--- config.mk ---
export PLATFORM = sky130hd
export DESIGN_NAME = jtframe_ioctl_prog
export DESIGN_NICKNAME = d
export VERILOG_FILES = /design/src/rtl/jtframe_prog_pkg.sv /design/src/rtl/jtframe_prog_fifo.sv /design/src/rtl/jtframe_ioctl_prog.sv
export SDC_FILE = /design/constraint.sdc
export NUM_CORES = 1
export LEC_CHECK = 0
export BUFFER_PORTS_ARGS = -buffer_cell sky130_fd_sc_hd__buf_2
export CAP_MARGIN = 20
export CORE_ASPECT_RATIO = 0.7
export CORE_MARGIN = 2
export CORE_UTILIZATION = 45
export CTS_BUF_LIST = sky130_fd_sc_hd__clkbuf_16
export CTS_CLUSTER_DIAMETER = 50
export DETAILED_ROUTE_END_ITERATION = 8
export PLACE_DENSITY = 0.74
export SYNTH_ARGS = -nofsm -noshare
export SYNTH_HDL_FRONTEND = slang
export SYNTH_SLANG_ARGS = --single-unit
export TNS_END_PERCENT = 1
--- constraint.sdc ---
create_clock -name clk -period 3.65 [get_ports clk]
set_input_delay 0.73 -clock clk [delete_from_list [all_inputs] [get_ports clk]]
set_output_delay 0.73 -clock clk [all_outputs]
set_load 0.005 [all_outputs]
--- src/rtl/jtframe_prog_pkg.sv ---
// Shared types for the ioctl-to-SDRAM download stage: queued write entry,
// write FSM states and byte-lane mask encodings.
package jtframe_prog_pkg;

    // Widest word address a 25-bit byte offset can produce.
    localparam int unsigned PROG_AW = 24;

    localparam logic [1:0] LANE0_MASK = 2'b10;
    localparam logic [1:0] LANE1_MASK = 2'b01;

    typedef enum logic [1:0] {
        IDLE,
        REQ,
        WAIT
    } prog_state_e;

    typedef struct packed {
        logic [1:0]         ba;
        logic [PROG_AW-1:0] addr;
        logic [1:0]         mask;
        logic [7:0]         data;
    } prog_entry_t;

    function automatic logic [1:0] lane_mask(input logic lane);
        return lane ? LANE1_MASK : LANE0_MASK;
    endfunction

endpackage

--- src/rtl/jtframe_prog_fifo.sv ---
// Show-ahead synchronous FIFO; a push while full is accepted only when a pop
// frees the slot in the same cycle.
module jtframe_prog_fifo #(
    parameter int unsigned W  = 8,
    parameter int unsigned AW = 2
) (
    input  logic         clk,
    input  logic         rst_n,
    input  logic         push,
    input  logic         pop,
    input  logic [W-1:0] din,
    output logic [W-1:0] dout,
    output logic         full,
    output logic         empty
);

    localparam int unsigned DEPTH   = 1 << AW;
    localparam logic [AW:0] PTR_ONE = {{AW{1'b0}}, 1'b1};
    localparam logic [AW:0] PTR_CAP = {1'b1, {AW{1'b0}}};

    logic [W-1:0] mem_q [DEPTH];
    logic [AW:0]  wr_ptr_q, wr_ptr_d;
    logic [AW:0]  rd_ptr_q, rd_ptr_d;
    logic         do_push, do_pop;

    assign empty   = (wr_ptr_q == rd_ptr_q);
    assign full    = ((wr_ptr_q - rd_ptr_q) == PTR_CAP);
    assign do_pop  = pop && !empty;
    assign do_push = push && (!full || do_pop);
    assign dout    = mem_q[rd_ptr_q[AW-1:0]];

    always_comb begin
        wr_ptr_d = wr_ptr_q;
        rd_ptr_d = rd_ptr_q;
        if (do_push) wr_ptr_d = wr_ptr_q + PTR_ONE;
        if (do_pop)  rd_ptr_d = rd_ptr_q + PTR_ONE;
    end

    always_ff @(posedge clk or negedge rst_n) begin
        if (!rst_n) begin
            wr_ptr_q <= '0;
            rd_ptr_q <= '0;
        end else begin
            wr_ptr_q <= wr_ptr_d;
            rd_ptr_q <= rd_ptr_d;
        end
    end

    always_ff @(posedge clk) begin
        if (do_push) mem_q[wr_ptr_q[AW-1:0]] <= din;
    end

endmodule

--- src/rtl/jtframe_ioctl_prog.sv ---
// ioctl byte stream to SDRAM prog_* port: header strip, bank/lane decode,
// PROM strobe bypass and a FIFO so SDRAM latency never back-pressures ioctl.
module jtframe_ioctl_prog
    import jtframe_prog_pkg::*;
#(
    parameter int unsigned SDRAMW     = 22,
    parameter int unsigned HEADER     = 0,
    parameter logic [24:0] BA1_START  = 25'h1FF_FFFF,
    parameter logic [24:0] BA2_START  = 25'h1FF_FFFF,
    parameter logic [24:0] BA3_START  = 25'h1FF_FFFF,
    parameter logic [24:0] PROM_START = 25'h1FF_FFFF,
    parameter bit          SWAB       = 1'b0,
    parameter int unsigned FIFO_AW    = 2
) (
    input  logic              clk,
    input  logic              rst_n,
    input  logic              downloading,
    input  logic [24:0]       ioctl_addr,
    input  logic [7:0]        ioctl_dout,
    input  logic              ioctl_wr,
    output logic [SDRAMW-1:0] prog_addr,
    output logic [15:0]       prog_data,
    output logic [1:0]        prog_mask,
    output logic [1:0]        prog_ba,
    output logic              prog_we,
    input  logic              prog_ack,
    input  logic              prog_rdy,
    output logic              prom_we,
    output logic [24:0]       prom_addr,
    output logic [7:0]        prom_data,
    output logic              dwnld_busy,
    output logic              overflow
);

    localparam logic [24:0] HDR = 25'(HEADER);

    logic [24:0] eff, bank_base, off;
    logic [1:0]  bank;
    logic        hdr_skip, is_prom;
    logic        sdram_push, prom_hit;
    prog_entry_t new_entry, head;
    logic [$bits(prog_entry_t)-1:0] fifo_dout;
    logic        fifo_full, fifo_empty;

    always_comb begin
        eff      = ioctl_addr - HDR;
        hdr_skip = (ioctl_addr < HDR);
        is_prom  = (eff >= PROM_START);
        if (eff >= BA3_START) begin
            bank = 2'd3; bank_base = BA3_START;
        end else if (eff >= BA2_START) begin
            bank = 2'd2; bank_base = BA2_START;
        end else if (eff >= BA1_START) begin
            bank = 2'd1; bank_base = BA1_START;
        end else begin
            bank = 2'd0; bank_base = '0;
        end
        off            = eff - bank_base;
        new_entry.ba   = bank;
        new_entry.addr = off[24:1];
        new_entry.mask = lane_mask(off[0] ^ SWAB);
        new_entry.data = ioctl_dout;
    end

    assign sdram_push = ioctl_wr && !hdr_skip && !is_prom;
    assign prom_hit   = ioctl_wr && !hdr_skip && is_prom;

    logic        prom_we_q;
    logic [24:0] prom_addr_q;
    logic [7:0]  prom_data_q;

    always_ff @(posedge clk or negedge rst_n) begin
        if (!rst_n) begin
            prom_we_q   <= 1'b0;
            prom_addr_q <= '0;
            prom_data_q <= '0;
        end else begin
            prom_we_q <= prom_hit;
            if (prom_hit) begin
                prom_addr_q <= eff - PROM_START;
                prom_data_q <= ioctl_dout;
            end
        end
    end

    assign prom_we   = prom_we_q;
    assign prom_addr = prom_addr_q;
    assign prom_data = prom_data_q;

    prog_state_e state_q, state_d;
    logic        issue;

    jtframe_prog_fifo #(
        .W  ($bits(prog_entry_t)),
        .AW (FIFO_AW)
    ) u_fifo (
        .clk   (clk),
        .rst_n (rst_n),
        .push  (sdram_push),
        .pop   (issue),
        .din   (new_entry),
        .dout  (fifo_dout),
        .full  (fifo_full),
        .empty (fifo_empty)
    );

    assign head = fifo_dout;

    always_ff @(posedge clk or negedge rst_n) begin
        if (!rst_n) state_q <= IDLE;
        else        state_q <= state_d;
    end

    always_comb begin
        state_d = state_q;
        case (state_q)
            IDLE:    if (!fifo_empty) state_d = REQ;
            REQ:     if (prog_ack) state_d = prog_rdy ? IDLE : WAIT;
            WAIT:    if (prog_rdy) state_d = IDLE;
            default: state_d = IDLE;
        endcase
    end

    always_comb begin
        issue   = 1'b0;
        prog_we = 1'b0;
        case (state_q)
            IDLE:    issue = !fifo_empty;
            REQ:     prog_we = 1'b1;
            default: ;
        endcase
    end

    logic [SDRAMW-1:0] prog_addr_q;
    logic [15:0]       prog_data_q;
    logic [1:0]        prog_mask_q, prog_ba_q;

    // Request fields are captured once at issue and held until the next issue.
    always_ff @(posedge clk or negedge rst_n) begin
        if (!rst_n) begin
            prog_addr_q <= '0;
            prog_data_q <= '0;
            prog_mask_q <= '0;
            prog_ba_q   <= '0;
        end else if (issue) begin
            prog_addr_q <= SDRAMW'(head.addr);
            prog_data_q <= {head.data, head.data};
            prog_mask_q <= head.mask;
            prog_ba_q   <= head.ba;
        end
    end

    assign prog_addr = prog_addr_q;
    assign prog_data = prog_data_q;
    assign prog_mask = prog_mask_q;
    assign prog_ba   = prog_ba_q;

    logic dl_q, overflow_q, overflow_d, drop;

    assign drop = sdram_push && fifo_full && !issue;

    always_comb begin
        overflow_d = overflow_q | drop;
        if (downloading && !dl_q) overflow_d = drop;
    end

    always_ff @(posedge clk or negedge rst_n) begin
        if (!rst_n) begin
            dl_q       <= 1'b0;
            overflow_q <= 1'b0;
        end else begin
            dl_q       <= downloading;
            overflow_q <= overflow_d;
        end
    end

    assign overflow   = overflow_q;
    assign dwnld_busy = downloading || !fifo_empty || (state_q != IDLE);

endmodule
# After elaboration in Yosys (flattened, before gate mapping)
# Memory sizes are Yosys's and may differ from the RTL's.
# Index checks and enable logic that the tools add are counted.
dict set report op_classes {
  n_addsub 5
  order_cmp 2
  n_eq_ne 7
  n_mux 13
  bitwise 1
  reduce_logical 20
}
# op count
set ops {}
lappend ops {{$ge A25 B25 Y1 const B} 1}
lappend ops {{$lt A25 B1 Y1 const B} 1}
lappend ops {{$mux W25} 1}
lappend ops {{$sub A25 B25 Y25} 1}
lappend ops {{$sub A25 B25 Y25 const B} 1}
lappend ops {{$mux W2} 6}
lappend ops {{$logic_and A1 B1 Y1} 8}
lappend ops {{$add A3 B1 Y3 const B} 2}
lappend ops {{$logic_not A1 Y1} 6}
lappend ops {{$ne A2 B2 Y1 const B} 3}
lappend ops {{$pmux W2 S3} 1}
lappend ops {{$mux W1} 5}
lappend ops {{$eq A3 B3 Y1} 1}
lappend ops {{$eq A3 B3 Y1 const B} 1}
lappend ops {{$logic_or A1 B1 Y1} 3}
lappend ops {{$reduce_and A3 Y1} 1}
lappend ops {{$sub A3 B3 Y3} 1}
lappend ops {{$eq A2 B1 Y1 const B} 1}
lappend ops {{$eq A2 B2 Y1 const B} 1}
lappend ops {{$logic_not A2 Y1} 1}
lappend ops {{$reduce_bool A2 Y1} 1}
lappend ops {{$or A1 B1 Y1} 1}
dict set report totals {
  reg_bits 86
  ramBits 144
  output_inout_bits 79
  word_cells 61
  n_memories 1
}
# memory depth width rd rd_ports_with_merged_regs wr line_no
set memory_table {}
lappend memory_table {u_fifo.mem_q 4 36 1 0 1 jtframe_prog_fifo.sv:21} ;# logic [W-1:0] mem_q [DEPTH];

# Logic depth before layout (Yosys ltp)
# Gate-level depths: netlist (run 1).
dict set report logic_depth {
  word_depth 8
  mapped_depth 12
  ltp_nobuf 12
}

# By module
# A second synthesis (run 1) with hierarchy kept.
dict set report unflattened {
  cells_unflattened 630
  hier_area_um2 9736.8
}
# module instances cells_each area_each_um2 seq_area_each_um2
set by_module_without_submodules {}
lappend by_module_without_submodules {jtframe_prog_fifo 1 232 5632.9 4474.3}
lappend by_module_without_submodules {jtframe_ioctl_prog 1 398 4103.9 1801.7}

# Worst setup path after synthesis (run 1)
# Ideal clock, no wire load.
dict set report synth_path {
  kind {input to register}
  from {input ioctl_addr[11]}
  to {memory u_fifo.mem_q[0][31] in the netlist's numbering (data pin)}
  setup_time_ns 0.225
  t_arrival_ns 3.918
  required_ns 3.425
  slack_ns -0.493
  cell_stages 12
  n_path_buf 0
  path_cell_list {nand4_1 nor3_1 nand3b_1 inv_1 ha_1 fa_1 nand2b_1 a21oi_2 o311a_4 a32o_2 a21o_1 a311oi_1}
}
# item line_no
set synth_rtl {}
lappend synth_rtl {{from (decl)} jtframe_ioctl_prog.sv:18} ;# input logic [24:0] ioctl_addr,
lappend synth_rtl {{to (decl)} jtframe_prog_fifo.sv:21}

==> run metrics, run 1 <==
# Post-CTS Setup Buffers=0; YS warnings=0; Pins Over Slew Limit=0; ant diodes=0; pin count of the biggest net entering global routing=78; total power=roughly 8 mW; Initial Util=46.1%; die footprint=between 20000 and 25000 um2; met3 usage=3.69%; complex-gate fraction of the synthesized area=7.94%; DP Worst Slack=-169 ps; Worst Path Max Fanout=8; WL per Instance=between 15 and 20 um; unrepaired setup endpoints after global routing=no; post-synthesis adder-cell area fraction=4.32%; combinational share of power=29.6%; drt drc=0; xor/xnor share of the synthesized area=1.92%; CP endpoint kind=flip-flop; global route hottest layer=met2; share of cells above drive strength 1=a little over two fifths; number of port buffers=~120; Mapped Area=approximately 9100 um2; Pwr per Cell Area=699 nW/um2; Routed Antenna Nets=0; H-tree depth=1; final WL=just under 20000 um; Via density=5.39; # rows=43; outcome=completed; final setup margin=between 200 and 300 ps; root buf cell=clkbuf_16; Mean Syn Cell Area=approximately 16 um2; grt ovf=0; final instance area=11200 um2; first-pass GRT wire length=between 30000 and 40000 um; global-route track usage on met1=26.6%; final core utilization=a little under three fifths; IO Count=between 100 and 150; Slew @ Worst Pin=991 ps; RePlAce Congestion=between 0.8 and 0.9; GRT Overall Usage=18.9%; Worst-Skew Late Latency=approximately 500 ps; post-synth top area share=43.3%; Power Internal=5.63 mW; post-synthesis cell count=570; CTS Buffer Depth=3; Yosys top cell by area=edfxtp_1; number of synthesized flops with an enable pin=132; syn_nets=between 600 and 700; M2 GR Usage=31.2%; crit path kind=primary input to flip-flop; Simple-Gate Fraction of Synth Area=5.04%; Nets=around 820; most common cell after layout, fill and taps aside=edfxtp_1; Max transition margin=33.7%; DP Area=~11000 um2; synthesized flop and latch total=209; Final Cycle Share=92.4%; DIE WIDTH=between 150 and 200 um; most frequent cells in the layout=132 x edfxtp_1, 116 x buf_2, 76 x dfrtp_1; CP required=4020 ps; Synth async-reset ratio=around 37%; number of global-route vias before repair=5862; top_reg_cell synth=edfxtp_1; post-synthesis sequential area ratio=64.4%; DP HPWL=around 14000 um; sequential share of power=43.0%; post-synthesis mux area share=13.7%; sw frac=28.3%; fmax=approximately 0.30 GHz; switching power=2.22 mW; Worst Hold Class=primary input to asynchronous set/reset pin; DR iter-0 viols=~320; maximum vdd drop=between 0.0003 and 0.0004 V; area grow syn2layout=22.9%; drt first pass iters=5; final hold violations=0; Clock Sink Count=209; max-cap violations=0; initial antenna violation count=0; Max Clock Skew=9.29 ps; Resize count post-CTS=0; clock share of power=27.4%; leakage=between 4 and 5 nW; post-synth cell types=60; Die Y-Extent=~120 um; routed vias=5566; Inserted Clock Buffers=21; core area=19900 um2; Clock transition at path regs=60 ps; Final Critical Period=3370 ps; Worst setup SP type=primary input; CTS tree=built; largest family of logic cells by synthesized area=multiplexers; Critical Path AT=3740 ps; synth top area cells=edfxtp_1 43%, dfrtp_1 21%, mux4_2 8.1%, mux2_2 5.4%, ha_1 4.1%; cts hold-fix bufs=0; # setup viols final=0
==> registers in the layout, summed over array words and instances (netlist names) <==
register         cells
dl_q                 1
overflow             1
prog_addr           22
prog_ba              1
prog_data            8
prog_mask            2
prom_addr           25
prom_data            8
prom_we              1
state_q              2
u_fifo.mem_q       132
u_fifo.rd_ptr_q      3
u_fifo.wr_ptr_q      3
==> cell usage after synthesis, types with 4 or more instances <==
master / instances
nor2b_1: 4
a21oi_1: 25
mux2_2: 44
nand2_1: 18
nand2b_1: 5
nor2_1: 15
o21a_1: 27
nand4_1: 7
inv_1: 11
a21o_1: 10
xor2_1: 4
clkbuf_1: 7
ha_1: 30
and2_1: 6
mux4_2: 33
buf_2: 8
buf_4: 11
dfrtp_1: 77
o21ai_0: 14
edfxtp_1: 132
nand3_1: 11
xnor2_1: 16
==> cell families (layout without fill, tap and decap cells) <==
kind of cell             count (synthesis)  in the layout
flip-flops                             209            209
AND/OR/NAND/NOR                         85             85
adder cells (fa/ha/maj)                 31             31
multiplexers                            78             78
AO/OA/AOI/OAI                          103            103
XOR/XNOR                                20             20
buffers and inverters                   44            236
==> path summary, 6_finish.rpt <==
kind | to | cells after the start | from | slack (ps)
hold reg to reg | prom_addr[15] | 1 | prom_addr[15] | 490
min in group clk | dl_q | 1 | downloading | 360
hold / removal | prom_data[6] | 1 | rst_n | 50
setup / recovery | u_fifo.mem_q[2][26] | 14 | ioctl_addr[20] | 280
max in group asynchronous | u_fifo.rd_ptr_q[0] | 2 | rst_n | 3030
setup reg to reg | u_fifo.mem_q[0][24] | 8 | u_fifo.wr_ptr_q[0] | 960
==> metrics by stage <==
stage	TNS (ps)	hold WS (ps)	cells
after floorplan	-4430	434	570
after global placement	-137	467	994
after detailed placement	-2630	475	994
after CTS	0	340	1031
after global routing	0	41.8	1032
final	0	49.5	1032
==> power by group through the flow <==
| stage | Combinational (mW) | Clock (mW) | Sequential [mW] |
|---|---|---|---|
| after detailed placement | 2.37 | 0 | 3.43 |
| final | 2.32 | 2.15 | 3.38 |
| after CTS | 2.38 | 2.20 | 3.39 |
| after global routing | 2.57 | 2.30 | 3.44 |
| after floorplan | 1.61 | 0 | 3.40 |
| after global placement | 2.31 | 0 | 3.39 |
==> final cells by class <==
cell class,instances,area [um2]
clock inverters,16,168
inverters,11,41.3
multi-input cells,317,3090
fillers,1548,8620
repair buffers,188,1180
clock buffers,21,526
well taps,270,338
flip-flops and latches,209,5890
==> layer usage <==
layer  up-vias  wire length, um
met2       164             9020
met5         -                0
li1       2546                -
met1      2825             9160
met3        31             1170
met4         0              360
==> worst max-delay path: stages <==
cell,delay [ps]
buf_2,100
nand4_1,240
nor4_4,250
nand3b_1,240
buf_4,240
buf_4,150
ha_1,330
and3_4,200
and3_2,220
buf_4,150
a21oi_1,190
a21boi_0,140
a311oi_1,370
buf_4,200
Power figures use the tool's default switching activity.
==> inputs of run 2 (changes only) <==
CORE_MARGIN = default   (was 2)
PLACE_DENSITY = 0.75   (was 0.74)
clock period = 3.5 ns   (was 3.65 ns; I/O delays follow)
==> run 2 against run 1 <==
Utilization rose by 0.79 points. Critical path type unchanged. Worst setup slack got worse by 61 ps. Clock skew rose by 3.0 ps. Via count rose by 2.5%.
==> run metrics, run 2 (synthesis gave the netlist of run 1 again) <==
Pins Over Slew Limit=0 (unchanged); final setup margin=215 ps (-60.9 ps); cts hold-fix bufs=0 (unchanged); DP Worst Slack=-282 ps (-114 ps); leakage=4.71 nW (+2.6%); maximum vdd drop=0.000598 V (+72%); DP Area=10700 um2 (+1.8%); RePlAce Congestion=0.885 (-0.42%); DR iter-0 viols=361 (+12%); fmax=0.304 GHz; Critical-path top delay cell=o21ai_0; Routed Antenna Nets=0 (unchanged); M2 GR Usage=32.5% (+1.3 points); Slew @ Worst Pin=710 ps (-282 ps); Max Clock Skew=12.3 ps (+3.05 ps); number of flip-flops under the largest register name=132 (unchanged); setup tns final=0 ps (unchanged); CTS Buffer Depth=3 (unchanged); Worst-Skew Late Latency=500 ps (about the same); core area=19900 um2 (unchanged); Max transition margin=52.7% (+19 points); CP cell instances=buf_2 -> nand4_1 -> nor4_4 -> nand3b_1 -> buf_4 -> ha_1 -> buf_4 -> nand2_1 -> o21ai_0 -> a21o_1 -> buf_4 -> a21oi_1 -> a311oi_1 -> buf_4; GRT Overall Usage=20.0% (+1.1 points); DIE WIDTH=172 um (-1.1%); Worst Path Max Fanout=9 (+1); sw frac=29.2% (+0.85 points); # setup viols final=0 (unchanged); IO Count=118 (unchanged); global-route track usage on met1=28.1% (+1.5 points); max incr delay on CP=480 ps (+110 ps); grt ovf=0 (unchanged); sequential share of power=43.7% (+0.7 points); DP HPWL=13900 um (+2.7%); CTS tree=built; H-tree depth=1 (unchanged); unrepaired setup endpoints after global routing=no; Crit path top cell by count=buf_4; Final Cycle Share=~94%; global route hottest layer=met2; worst reg2reg path depth=8 (unchanged); CP required=3860 ps (-160 ps); reg-to-reg startpoint=u_fifo.wr_ptr_q[0]; final instance area=11400 um2 (+1.4%); Clock transition at path regs=60 ps (about the same); most common cell after layout, fill and taps aside=edfxtp_1; final WL=20000 um (+1.6%); final hold violations=0 (unchanged); share of cells above drive strength 1=44.6% (+2.1 points); WL per Instance=18.8 um (-1.4%); root buf cell=clkbuf_16; Initial Util=46.1% (unchanged); switching power=2.36 mW (+6.0%); Worst setup SP type=primary input; reg2reg end=u_fifo.mem_q[0][24]; minimum hold slack=99.1 ps (+49.6 ps); number of port buffers=117 (unchanged); # rows=43 (unchanged); Inserted Clock Buffers=21 (unchanged); Nets=849 (+3.8%); Worst Hold Class=primary input to asynchronous set/reset pin; pin count of the biggest net entering global routing=78 (unchanged); Via density=5.36 (-0.60%); outcome=completed; initial antenna violation count=0 (unchanged); Critical Path AT=3650 ps (-90 ps); Power Internal=5.72 mW (+1.7%); ant diodes=0 (unchanged); first-pass GRT wire length=31700 um (+0.20%); Final Critical Period=3280 ps; area grow syn2layout=24.6%; Clock Sink Count=209 (unchanged); drt drc=0 (unchanged); met3 usage=2.94% (-0.75 points); Pwr per Cell Area=709 nW/um2 (+1.5%); max-cap violations=0 (unchanged); FF-to-FF setup slack=1010 ps (+50 ps); number of global-route vias before repair=5951 (+1.5%); combinational share of power=30.5% (+0.9 points); most frequent cells in the layout=132 x edfxtp_1, 116 x buf_2, 102 x buf_4; drt first pass iters=5 (unchanged); clock share of power=25.9% (-1.5 points); routed vias=5704 (+2.5%); # Post-CTS Setup Buffers=0 (unchanged); Resize count post-CTS=0 (unchanged); crit path kind=primary input to flip-flop; CP endpoint kind=flip-flop; total power=8.08 mW (+2.9%); die footprint=20900 um2 (-2.8%); Die Y-Extent=121 um (-1.6%)
-- run 2: routing by layer --
layer  wire length [um]  part of all wire, %
met5                  0                    0
met4                527                  2.6
met3               1050                  5.3
met2               9400                   47
met1               9040                   45
-- run 2: worst max-delay path by stage --
stage,slack (ps),end,cells after the start,startpoint
6_report,220,u_fifo.mem_q[3][26],14,ioctl_addr[18]
5_1_grt,70,u_fifo.mem_q[2][30],13,ioctl_addr[18]
4_1_cts,130,u_fifo.mem_q[2][30],12,ioctl_addr[18]
3_5_place_dp,-280,u_fifo.mem_q[0][30],12,ioctl_addr[18]
3_3_place_gp,-130,u_fifo.mem_q[0][26],14,ioctl_addr[18]
2_1_floorplan,-370,u_fifo.mem_q[0][31],12,ioctl_addr[22]
-- run 2: cell type report --
type / instances / area (um2)
Clock buffer: 22 / 551
Multi-Input combinational cell: 317 / 3100
Sequential cell: 209 / 5890
Fill cell: 1570 / 8460
Inverter: 11 / 41.3
Tap cell: 270 / 338
Clock inverter: 16 / 100
Timing Repair Buffer: 219 / 1370
-- run 2: power groups by stage --
| stage | logic, mW | registers [mW] | clock network [mW] |
|---|---|---|---|
| finish | 2.46 | 3.53 | 2.09 |
| global route | 2.70 | 3.59 | 2.24 |
| global placement | 2.42 | 3.53 | 0 |
| floorplan | 1.68 | 3.54 | 0 |
| detailed placement | 2.50 | 3.58 | 0 |
| CTS | 2.51 | 3.54 | 2.14 |
-- run 2: through the flow --
step	instances	util [%]
2_1_floorplan	570	-
3_3_place_gp	1025	53.9
3_5_place_dp	1025	53.9
4_1_cts	1063	57.2
5_1_grt	1064	57.4
6_report	1064	57.4
-- run 2: worst max-delay path, delay by kind of cell --
kind	cells	cell delay, ps
and+or+nand+nor	4	710
adders and majority gates	1	370
AOI/OAI and AO/OA	4	1090
buffers and inverters	5	780
